$ cat src/rtl/alu_exec_unit.sv
// Integer execute stage: one-cycle ALU/branch resolve feeding an in-order result FIFO whose head drives the CDB.
// Optional macro ALU_PERF_CNT_EN adds retired-op and taken-jump counters.
module alu_exec_unit #(
  parameter int FIFO_DEPTH   = 4,
  parameter int DATA_WIDTH   = 32,
  parameter int ROB_ID_WIDTH = 4,
  parameter int OP_WIDTH     = 6
) (
  input  logic                    clk,
  input  logic                    rst,
  input  logic                    rdy,
  input  logic                    ROB_roll_back_flag,
  input  logic                    RS_input_valid,
  input  logic [OP_WIDTH-1:0]     RS_OP_ID,
  input  logic [DATA_WIDTH-1:0]   RS_inst_pc,
  input  logic [DATA_WIDTH-1:0]   RS_reg_rs1,
  input  logic [DATA_WIDTH-1:0]   RS_reg_rs2,
  input  logic [DATA_WIDTH-1:0]   RS_imm,
  input  logic [ROB_ID_WIDTH-1:0] RS_ROB_id,
  output logic                    RS_ALU_is_full,
  input  logic                    CDB_grant,
  output logic                    CDB_valid,
  output logic [ROB_ID_WIDTH-1:0] CDB_ROB_id,
  output logic [DATA_WIDTH-1:0]   CDB_value,
  output logic                    CDB_jump_flag,
  output logic [DATA_WIDTH-1:0]   CDB_target_pc
`ifdef ALU_PERF_CNT_EN
  ,
  output logic [31:0]             perf_ops_done,
  output logic [31:0]             perf_jumps_taken
`endif
);

  // Handshake: an op is taken on any edge where RS_input_valid && rdy && !ROB_roll_back_flag;
  // the head leaves on any edge where CDB_valid && CDB_grant && rdy. RS must stop issuing on RS_ALU_is_full.
  localparam int PW = $clog2(FIFO_DEPTH);
  localparam int CW = PW + 1;

  localparam logic [OP_WIDTH-1:0] OP_LUI   = 6'd1;
  localparam logic [OP_WIDTH-1:0] OP_AUIPC = 6'd2;
  localparam logic [OP_WIDTH-1:0] OP_JAL   = 6'd3;
  localparam logic [OP_WIDTH-1:0] OP_JALR  = 6'd4;
  localparam logic [OP_WIDTH-1:0] OP_BEQ   = 6'd5;
  localparam logic [OP_WIDTH-1:0] OP_BNE   = 6'd6;
  localparam logic [OP_WIDTH-1:0] OP_BLT   = 6'd7;
  localparam logic [OP_WIDTH-1:0] OP_BGE   = 6'd8;
  localparam logic [OP_WIDTH-1:0] OP_BLTU  = 6'd9;
  localparam logic [OP_WIDTH-1:0] OP_BGEU  = 6'd10;
  localparam logic [OP_WIDTH-1:0] OP_ADDI  = 6'd19;
  localparam logic [OP_WIDTH-1:0] OP_SLTI  = 6'd20;
  localparam logic [OP_WIDTH-1:0] OP_SLTIU = 6'd21;
  localparam logic [OP_WIDTH-1:0] OP_XORI  = 6'd22;
  localparam logic [OP_WIDTH-1:0] OP_ORI   = 6'd23;
  localparam logic [OP_WIDTH-1:0] OP_ANDI  = 6'd24;
  localparam logic [OP_WIDTH-1:0] OP_SLLI  = 6'd25;
  localparam logic [OP_WIDTH-1:0] OP_SRLI  = 6'd26;
  localparam logic [OP_WIDTH-1:0] OP_SRAI  = 6'd27;
  localparam logic [OP_WIDTH-1:0] OP_ADD   = 6'd28;
  localparam logic [OP_WIDTH-1:0] OP_SUB   = 6'd29;
  localparam logic [OP_WIDTH-1:0] OP_SLL   = 6'd30;
  localparam logic [OP_WIDTH-1:0] OP_SLT   = 6'd31;
  localparam logic [OP_WIDTH-1:0] OP_SLTU  = 6'd32;
  localparam logic [OP_WIDTH-1:0] OP_XOR   = 6'd33;
  localparam logic [OP_WIDTH-1:0] OP_SRL   = 6'd34;
  localparam logic [OP_WIDTH-1:0] OP_SRA   = 6'd35;
  localparam logic [OP_WIDTH-1:0] OP_OR    = 6'd36;
  localparam logic [OP_WIDTH-1:0] OP_AND   = 6'd37;

  logic [DATA_WIDTH-1:0] w_op2;
  logic [DATA_WIDTH-1:0] w_pc4;
  logic [DATA_WIDTH-1:0] w_pcimm;
  logic [DATA_WIDTH-1:0] w_jalr_sum;
  logic [DATA_WIDTH-1:0] w_value;
  logic [DATA_WIDTH-1:0] w_target;
  logic                  w_jump;
  logic                  w_is_br;
  logic                  w_br_cond;

  assign w_pc4      = RS_inst_pc + DATA_WIDTH'(4);
  assign w_pcimm    = RS_inst_pc + RS_imm;
  assign w_jalr_sum = RS_reg_rs1 + RS_imm;

  always_comb begin
    w_op2 = RS_reg_rs2;
    case (RS_OP_ID)
      OP_ADDI, OP_SLTI, OP_SLTIU, OP_XORI, OP_ORI, OP_ANDI,
      OP_SLLI, OP_SRLI, OP_SRAI: w_op2 = RS_imm;
      default: w_op2 = RS_reg_rs2;
    endcase
  end

  always_comb begin
    w_value   = '0;
    w_jump    = 1'b0;
    w_target  = w_pc4;
    w_is_br   = 1'b0;
    w_br_cond = 1'b0;
    case (RS_OP_ID)
      OP_LUI:   w_value = RS_imm;
      OP_AUIPC: w_value = w_pcimm;
      OP_JAL: begin
        w_value  = w_pc4;
        w_target = w_pcimm;
        w_jump   = 1'b1;
      end
      OP_JALR: begin
        w_value  = w_pc4;
        w_target = w_jalr_sum & {{(DATA_WIDTH-1){1'b1}}, 1'b0};
        w_jump   = 1'b1;
      end
      OP_BEQ:  begin w_is_br = 1'b1; w_br_cond = (RS_reg_rs1 == RS_reg_rs2); end
      OP_BNE:  begin w_is_br = 1'b1; w_br_cond = (RS_reg_rs1 != RS_reg_rs2); end
      OP_BLT:  begin w_is_br = 1'b1; w_br_cond = ($signed(RS_reg_rs1) <  $signed(RS_reg_rs2)); end
      OP_BGE:  begin w_is_br = 1'b1; w_br_cond = ($signed(RS_reg_rs1) >= $signed(RS_reg_rs2)); end
      OP_BLTU: begin w_is_br = 1'b1; w_br_cond = (RS_reg_rs1 <  RS_reg_rs2); end
      OP_BGEU: begin w_is_br = 1'b1; w_br_cond = (RS_reg_rs1 >= RS_reg_rs2); end
      OP_ADD, OP_ADDI:   w_value = RS_reg_rs1 + w_op2;
      OP_SUB:            w_value = RS_reg_rs1 - w_op2;
      OP_XOR, OP_XORI:   w_value = RS_reg_rs1 ^ w_op2;
      OP_OR,  OP_ORI:    w_value = RS_reg_rs1 | w_op2;
      OP_AND, OP_ANDI:   w_value = RS_reg_rs1 & w_op2;
      OP_SLL, OP_SLLI:   w_value = RS_reg_rs1 << w_op2[4:0];
      OP_SRL, OP_SRLI:   w_value = RS_reg_rs1 >> w_op2[4:0];
      OP_SRA, OP_SRAI:   w_value = $signed(RS_reg_rs1) >>> w_op2[4:0];
      OP_SLT, OP_SLTI:   w_value = {{(DATA_WIDTH-1){1'b0}}, ($signed(RS_reg_rs1) < $signed(w_op2))};
      OP_SLTU, OP_SLTIU: w_value = {{(DATA_WIDTH-1){1'b0}}, (RS_reg_rs1 < w_op2)};
      default: w_value = '0;
    endcase
    if (w_is_br) begin
      w_jump   = w_br_cond;
      w_target = w_br_cond ? w_pcimm : w_pc4;
    end
  end

  logic [ROB_ID_WIDTH-1:0] r_id  [FIFO_DEPTH];
  logic [DATA_WIDTH-1:0]   r_val [FIFO_DEPTH];
  logic                    r_jmp [FIFO_DEPTH];
  logic [DATA_WIDTH-1:0]   r_tgt [FIFO_DEPTH];
  logic [PW-1:0]           r_head;
  logic [PW-1:0]           r_tail;
  logic [CW-1:0]           r_count;
  logic                    w_nonempty;
  logic                    w_push;
  logic                    w_pop;

  assign w_nonempty = (r_count != '0);
  // A push into a completely full FIFO is dropped rather than overwriting the head.
  assign w_push = RS_input_valid && rdy && !ROB_roll_back_flag && (r_count != CW'(FIFO_DEPTH));
  assign w_pop  = w_nonempty && CDB_grant && rdy;

  always_ff @(posedge clk or posedge rst) begin
    if (rst) begin
      r_head  <= '0;
      r_tail  <= '0;
      r_count <= '0;
      for (int i = 0; i < FIFO_DEPTH; i++) begin
        r_id[i]  <= '0;
        r_val[i] <= '0;
        r_jmp[i] <= 1'b0;
        r_tgt[i] <= '0;
      end
    end else if (rdy) begin
      if (ROB_roll_back_flag) begin
        r_head  <= '0;
        r_tail  <= '0;
        r_count <= '0;
      end else begin
        if (w_push) begin
          r_id[r_tail]  <= RS_ROB_id;
          r_val[r_tail] <= w_value;
          r_jmp[r_tail] <= w_jump;
          r_tgt[r_tail] <= w_target;
          r_tail        <= r_tail + 1'b1;
        end
        if (w_pop) r_head <= r_head + 1'b1;
        case ({w_push, w_pop})
          2'b10:   r_count <= r_count + 1'b1;
          2'b01:   r_count <= r_count - 1'b1;
          default: r_count <= r_count;
        endcase
      end
    end
  end

  assign RS_ALU_is_full = (r_count >= CW'(FIFO_DEPTH - 1));
  assign CDB_valid      = w_nonempty;
  assign CDB_ROB_id     = w_nonempty ? r_id[r_head]  : '0;
  assign CDB_value      = w_nonempty ? r_val[r_head] : '0;
  assign CDB_jump_flag  = w_nonempty ? r_jmp[r_head] : 1'b0;
  assign CDB_target_pc  = w_nonempty ? r_tgt[r_head] : '0;

`ifdef ALU_PERF_CNT_EN
  logic [31:0] r_perf_ops;
  logic [31:0] r_perf_jumps;

  always_ff @(posedge clk or posedge rst) begin
    if (rst) begin
      r_perf_ops   <= '0;
      r_perf_jumps <= '0;
    end else if (w_pop) begin
      r_perf_ops <= r_perf_ops + 32'd1;
      if (r_jmp[r_head]) r_perf_jumps <= r_perf_jumps + 32'd1;
    end
  end

  assign perf_ops_done    = r_perf_ops;
  assign perf_jumps_taken = r_perf_jumps;
`endif

endmodule

$ cat config.mk
export PLATFORM = sky130hd
export DESIGN_NAME = alu_exec_unit
export DESIGN_NICKNAME = d
export VERILOG_FILES = /design/src/rtl/alu_exec_unit.sv
export SDC_FILE = /design/constraint.sdc
export NUM_CORES = 1
export LEC_CHECK = 0
export CORE_ASPECT_RATIO = 1.25
export CORE_MARGIN = 1
export CORE_UTILIZATION = 36
export CTS_BUF_LIST = sky130_fd_sc_hd__clkbuf_4
export CTS_CLUSTER_DIAMETER = 80
export DETAILED_ROUTE_END_ITERATION = 7
export SYNTH_ARGS = -nofsm -noshare
export SYNTH_HDL_FRONTEND = slang
export SYNTH_SLANG_ARGS = --single-unit
$ cat constraint.sdc
create_clock -name clk -period 12.21 [get_ports clk]
set_input_delay 2.442 -clock clk [delete_from_list [all_inputs] [get_ports clk]]
set_output_delay 2.442 -clock clk [all_outputs]
set_load 0.05 [all_outputs]
==> run summary, run 1 <==
final period demand of the worst path: 8231 ps
CP endpoint kind: flip-flop
Die H: 320.4 um
Worst slew margin: -0.02173
crit path max fanout: 33
routability cong.: 1.102
max_cap viols: 1
register bit total from synthesis: 283
H-tree depth: 2
fin nets: 3871
vias per std cell: 6.398
DP HPWL: 103200 um
Setup crit start kind: input pin
Worst Skew: 40.71 ps
top cell type's share of synthesized area: 0.2425
antenna violations before repair: 10
post-place instance area: 32370 um^2
post-route antenna net violation count: 0
power per cell area: 146.8 nW/um^2
Die Wd: 256.7 um
Yosys top cell by area: dfrtp_1
syn_area_per_cell: 8.612 um^2
crit path kind: input pin to flip-flop
Tcrit/Tclk final: 0.6741
RSZ-0062 raised after global routing: false
list of most frequent post-synthesis cells: nand2_1 (418), dfrtp_1 (283), o21ai_0 (246)
CTS tree: done
cell area after layout: 33190 um^2
Primary FF master, synth: dfrtp_1
Hold WS: 472.5 ps
initial drt markers: 3330
Slowest-stage cell, CP: a211oi_1
share of cells above drive strength 1: 0.1564
clock sink count: 283
worst slew pin tran: 1517 ps
Routed WL: 135500 um
PostCTS Resize Cnt: 0
fin. max-slew vios: 2
Cells after Synth: 3391
register area share after synthesis: 0.2425
outcome: complete, but fails checks
GR Overflow Total: 0
Max Root-Sink Buffers: 3
endpoints failing setup: 0
failing checks: max-capacitance violations, max-slew violations
die area: 82270 um^2
core area: 80120 um^2
Vias: 29611
CTS buffer count: 61
Post-Route Setup TNS: 0 ps
first-pass GRT wire length: 194700 um
vias in the first global route: 28307
DRC viols: 0
synthesized area: 29200 um^2
Critical Path AT: 8810 ps
static leakage: 13.75 nW
Cell Chain, Critical Path: clkdlybuf4s50_1, a211oi_4, buf_4, nor3_4, buf_4, o21ai_0, inv_1, ha_1, inv_1, o21ai_0, a21oi_1, a2111o_1, a211oi_1, nor2_1, a221oi_1, o221ai_1, mux2_2
f_max: 0.1215 GHz
Crit path largest cell delay: 1010 ps
final hold violations: 0
Req. time, crit path: 12790 ps
Initial Util: 0.3645
type of the most critical hold path: flip-flop to flip-flop
Net Count, Synth: 3744
Row Count: 116
Ports: 215
drt first pass iters: 8
Post-synth EDFFs: 0
number of port buffers: 214
pin count of the biggest net entering global routing: 151
Post-CTS Setup Bufs: 0
Fillers: 8173
worst setup margin: 3979 ps
yosys warns: 0
area grow syn2layout: 13.64%
Max VDD drop: 0.1237 mV
clock-pin slew on the worst setup and hold paths: 70 ps
clk root buf: clkbuf_4
Hold Buf Count CTS: 0
Skew-Pair Late Insertion Delay: 720 ps
Avg WL per Cell: 29.28 um
FFs w/ async S/R, synth: 1.000
Setup Slack @ Placement: 3513 ps
most frequent cell after synthesis: nand2_1
Cell variety after synth: 99
GR Util All Layers: 0.3204
Synth area leaders: dfrtp_1 (24%), ha_1 (8.8%), mux2_2 (7.8%), mux4_2 (7.4%), nand2_1 (5.4%)
Total Power: 4.872 mW
-- flip-flops by register name, indices dropped and copies added (netlist names) --
register	flops
r_jmp	4
r_count	3
r_id	16
r_tail	2
r_tgt	128
r_val	128
r_head	2
-- critical path, delay by kind of cell --
family	cells	cell delay (ps)
and+or+nand+nor	2	340
AOI/OAI and AO/OA	8	3190
buffers and inverters	5	1830
adders and majority gates	1	570
muxes	1	390
-- path summary, 6_finish.rpt --
check | startpoint | endpoint | slack (ps) | cells past startpoint
min in group asynchronous | rst | r_tgt[6] | 2300 | 2
hold / removal | r_id[13] | r_id[13] | 470 | 2
setup / recovery | RS_OP_ID[1] | r_val[15] | 3980 | 17
hold reg to reg | r_id[13] | r_id[13] | 470 | 2
max in group asynchronous | rst | r_val[86] | 8500 | 3
setup reg to reg | r_count[0] | r_val[86] | 9420 | 6
-- cells by family after synthesis --
group	share of synthesized area
XOR/XNOR	0.03239
flip-flops	0.2425
adder cells (fa/ha/maj)	0.09057
AND/OR/NAND/NOR	0.1770
multiplexers	0.1754
buffers and inverters	0.05197
AO/OA/AOI/OAI	0.2301
-- cell type report --
| type | count | area (um^2) | share of cell area |
|---|---|---|---|
| Clock inverter | 12 | 82.58 | 0.002488 |
| Tap cell | 1062 | 1329 | 0.04004 |
| Antenna cell | 4 | 10.01 | 0.0003016 |
| Inverter | 150 | 575.6 | 0.01734 |
| Multi-Input combinational cell | 2733 | 20670 | 0.6228 |
| Timing Repair Buffer | 289 | 2718 | 0.08189 |
| Clock buffer | 95 | 713.2 | 0.02149 |
| Sequential cell | 283 | 7089 | 0.2136 |
-- per-stage QoR --
| stage | cells | utilization |
|---|---|---|
| after global routing | 4626 | 0.4142 |
| after global placement | 4516 | 0.4041 |
| after CTS | 4623 | 0.4140 |
| after detailed placement | 4516 | 0.4041 |
| final | 4628 | 0.4142 |
| after floorplan | 3391 | - |
-- routing by layer --
| layer | up-vias | GRT usage | share of wire |
|---|---|---|---|
| li1 | 13020 | - | - |
| met2 | 1665 | 0.4996 | 0.44 |
| met4 | 6 | 0.2497 | 0.092 |
| met1 | 14398 | 0.3858 | 0.38 |
| met5 | - | 0 | 0.00034 |
| met3 | 522 | 0.06591 | 0.090 |
-- cell usage in the layout, fill, tap and decap left out, types with 93 or more instances in the layout --
cell	instances
mux4_2	96
a21oi_1	183
dfrtp_1	281
mux2_2	203
clkdlybuf4s50_1	214
ha_1	205
nor2_1	167
inv_1	144
clkbuf_4	96
nand2_1	417
o21ai_0	245
nand3_1	93
-- power breakdown --
part / leakage (nW) / total [mW] / switching, mW / internal [mW]
logic: 9.56 / 2.66 / 1.58 / 1.08
clock network: 0.477 / 0.737 / 0.363 / 0.374
registers: 3.71 / 1.48 / 0.200 / 1.28
Note: power is estimated with default switching activity, not from simulation.
==> run 2, diff against run 1 <==
==> constraint.sdc (replaced) <==
create_clock -name clk -period 8.5 [get_ports clk]
set_input_delay 1.7 -clock clk [delete_from_list [all_inputs] [get_ports clk]]
set_output_delay 1.7 -clock clk [all_outputs]
set_load 0.05 [all_outputs]
==> run 2 against run 1 <==
The flow now finishes without violations. Via count grew 2.0%. First-iteration DRC count grew 6.3%. Worst hold slack gained 2.8 ps. Count of clock-buffer cells in the layout shrank 10. Clock skew shrank 3.6 ps. Combinational power grew 45%. Critical endpoint is now r_val[22]. Largest power group unchanged.
==> run summary, run 2 (same netlist as run 1, synthesis figures left out) <==
Row Count: 116 (unchanged)
Hold Startpoint: r_id[12] (was r_id[13])
commonest non-fill, non-tap cell in the layout: nand2_1 (unchanged)
Ports: 215 (unchanged)
drt first pass iters: 7 (was 8)
GR Util All Layers: 0.3420 (was 0.3204)
max_cap viols: 0 (was 1)
share of cells above drive strength 1: 0.1660 (was 0.1564)
post-route antenna net violation count: 0 (unchanged)
fin. max-slew vios: 0 (was 2)
f_max: 0.1363 GHz
Hold WS: 475.3 ps (was 472.5 ps)
core area: 80120 um^2 (unchanged)
Post-Route Setup TNS: 0 ps (unchanged)
endpoints failing setup: 0 (unchanged)
Initial Util: 0.3645 (unchanged)
Setup crit start kind: input pin (unchanged)
worst slew pin tran: 1251 ps (was 1517 ps)
DP HPWL: 111100 um (was 103200 um)
hold depth: 2 (unchanged)
top flop regs: r_tgt: 128 flops, r_val: 128 flops, r_id: 16 flops (unchanged)
H-tree depth: 2 (unchanged)
die area: 82270 um^2 (unchanged)
worst r2r src: r_count[0] (unchanged)
Tcrit/Tclk final: 0.8634
fin nets: 3919 (was 3871)
Hold Path End: r_id[12] (was r_id[13])
crit path max fanout: 34 (was 33)
final period demand of the worst path: 7339 ps
Die H: 320.4 um (unchanged)
Req. time, crit path: 9060 ps (was 12790 ps)
number of port buffers: 214 (unchanged)
Critical Path AT: 7900 ps (was 8810 ps)
power per cell area: 209.4 nW/um^2 (was 146.8 nW/um^2)
area of the multi-input gates: 20670 um^2 (about the same)
clk root buf: clkbuf_4 (unchanged)
area grow syn2layout: 14.73% (was 13.64%)
Fillers: 8210 (was 8173)
Setup Slack @ Placement: 678.8 ps (was 3513 ps)
GR Overflow Total: 0 (unchanged)
Hold Buf Count CTS: 0 (unchanged)
Skew-Pair Late Insertion Delay: 700 ps (was 720 ps)
Worst slew margin: 0.1442 (was -0.02173)
clock sink count: 283 (unchanged)
DRC viols: 0 (unchanged)
static leakage: 13.94 nW (was 13.75 nW)
routability cong.: 1.131 (was 1.102)
Worst Skew: 37.14 ps (was 40.71 ps)
Worst R2R Path Depth: 6 (unchanged)
flop-to-flop setup slack: 5720 ps (was 9420 ps)
Routed WL: 144300 um (was 135500 um)
CTS buffer count: 60 (was 61)
commonest cells after routing, fill and taps aside: nand2_1 (417), dfrtp_1 (281), o21ai_0 (245) (unchanged)
Avg WL per Cell: 30.86 um (was 29.28 um)
first-pass GRT wire length: 205400 um (was 194700 um)
final hold violations: 0 (unchanged)
antenna violations before repair: 10 (unchanged)
type of the most critical hold path: flip-flop to flip-flop (unchanged)
post-place instance area: 32740 um^2 (was 32370 um^2)
initial drt markers: 3541 (was 3330)
cell area after layout: 33500 um^2 (was 33190 um^2)
RSZ-0062 raised after global routing: false (unchanged)
vias in the first global route: 28655 (was 28307)
Vias: 30192 (was 29611)
crit path kind: input pin to flip-flop (unchanged)
vias per std cell: 6.457 (was 6.398)
worst setup margin: 1161 ps (was 3979 ps)
Die Wd: 256.7 um (unchanged)
clock-pin slew on the worst setup and hold paths: 70 ps (about the same)
CP endpoint kind: flip-flop (unchanged)
Post-CTS Setup Bufs: 0 (unchanged)
Max VDD drop: 0.1812 mV (was 0.1237 mV)
PostCTS Resize Cnt: 0 (unchanged)
FF/Latch Area: 7089 um^2 (unchanged)
outcome: finished, final reports clean (was complete, but fails checks)
CTS tree: done (unchanged)
pin count of the biggest net entering global routing: 163 (was 151)
R2R Path End: r_val[50] (was r_val[86])
Max Root-Sink Buffers: 3 (unchanged)
-- run 2: cell count changes in the layout (fill, tap and decap cells not counted), moves of 3 or more --
| cell | change |
|---|---|
| buf_4 | +50 |
| clkbuf_4 | -11 |
| clkinv_1 | +5 |
| clkinvlp_4 | +3 |
-- run 2: worst max path at each step --
| stage | start | endpoint | slack, ps | cells past startpoint |
|---|---|---|---|---|
| CTS | RS_OP_ID[3] | r_val[22] | 1420 | 19 |
| global placement | RS_OP_ID[3] | r_val[54] | 620 | 19 |
| global route | RS_OP_ID[3] | r_val[22] | 1110 | 19 |
| detailed placement | RS_OP_ID[3] | r_val[118] | 680 | 19 |
| finish | RS_OP_ID[3] | r_val[22] | 1160 | 19 |
| floorplan | RS_OP_ID[3] | r_val[95] | 1940 | 23 |
-- run 2: layer usage --
layer / up-vias / part of all wire / track usage / wire length (um)
met4: 10 / 0.096 / 0.2700 / 13880
met1: 14679 / 0.38 / 0.4185 / 54740
met2: 1822 / 0.43 / 0.5243 / 62570
met3: 558 / 0.090 / 0.06954 / 13040
li1: 13123 / - / - / -
met5: - / 0.00052 / 0 / 75
-- run 2: final cells by class --
type / instances / share of cell area
clock buffer: 85 / 0.01905
antenna: 6 / 0.0004481
tap: 1062 / 0.03966
sequential: 283 / 0.2116
timing repair buffer: 338 / 0.09209
multi-input combinational: 2733 / 0.6168
clock inverter: 19 / 0.003249
inverter: 150 / 0.01707
-- run 2: power breakdown --
| part | internal, mW | total (mW) | leakage (nW) | switching [mW] |
|---|---|---|---|---|
| sequential | 1.84 | 2.14 | 3.71 | 0.305 |
| clock | 0.490 | 1.01 | 0.438 | 0.520 |
| combinational | 1.57 | 3.86 | 9.79 | 2.29 |
-- run 2: worst max-delay path, cell delays in order --
cell	delay (ps)
clkdlybuf4s50_1	390
buf_4	200
and2_4	280
nor3_4	850
buf_4	350
nand2_1	70
o21ai_0	140
inv_1	110
ha_1	400
buf_4	200
nor2_1	280
nand2_1	160
or3_1	480
a2111oi_0	1080
buf_4	290
o32ai_1	80
o2bb2ai_1	170
o211ai_1	250
mux2_2	360
-- run 2: metrics by stage --
step | utilization | power [mW] | instances
global route | 0.4180 | 7.389 | 4671
detailed placement | 0.4087 | 5.986 | 4566
floorplan | - | 4.658 | 3391
finish | 0.4182 | 7.017 | 4676
global placement | 0.4087 | 5.949 | 4566
CTS | 0.4180 | 7.016 | 4670
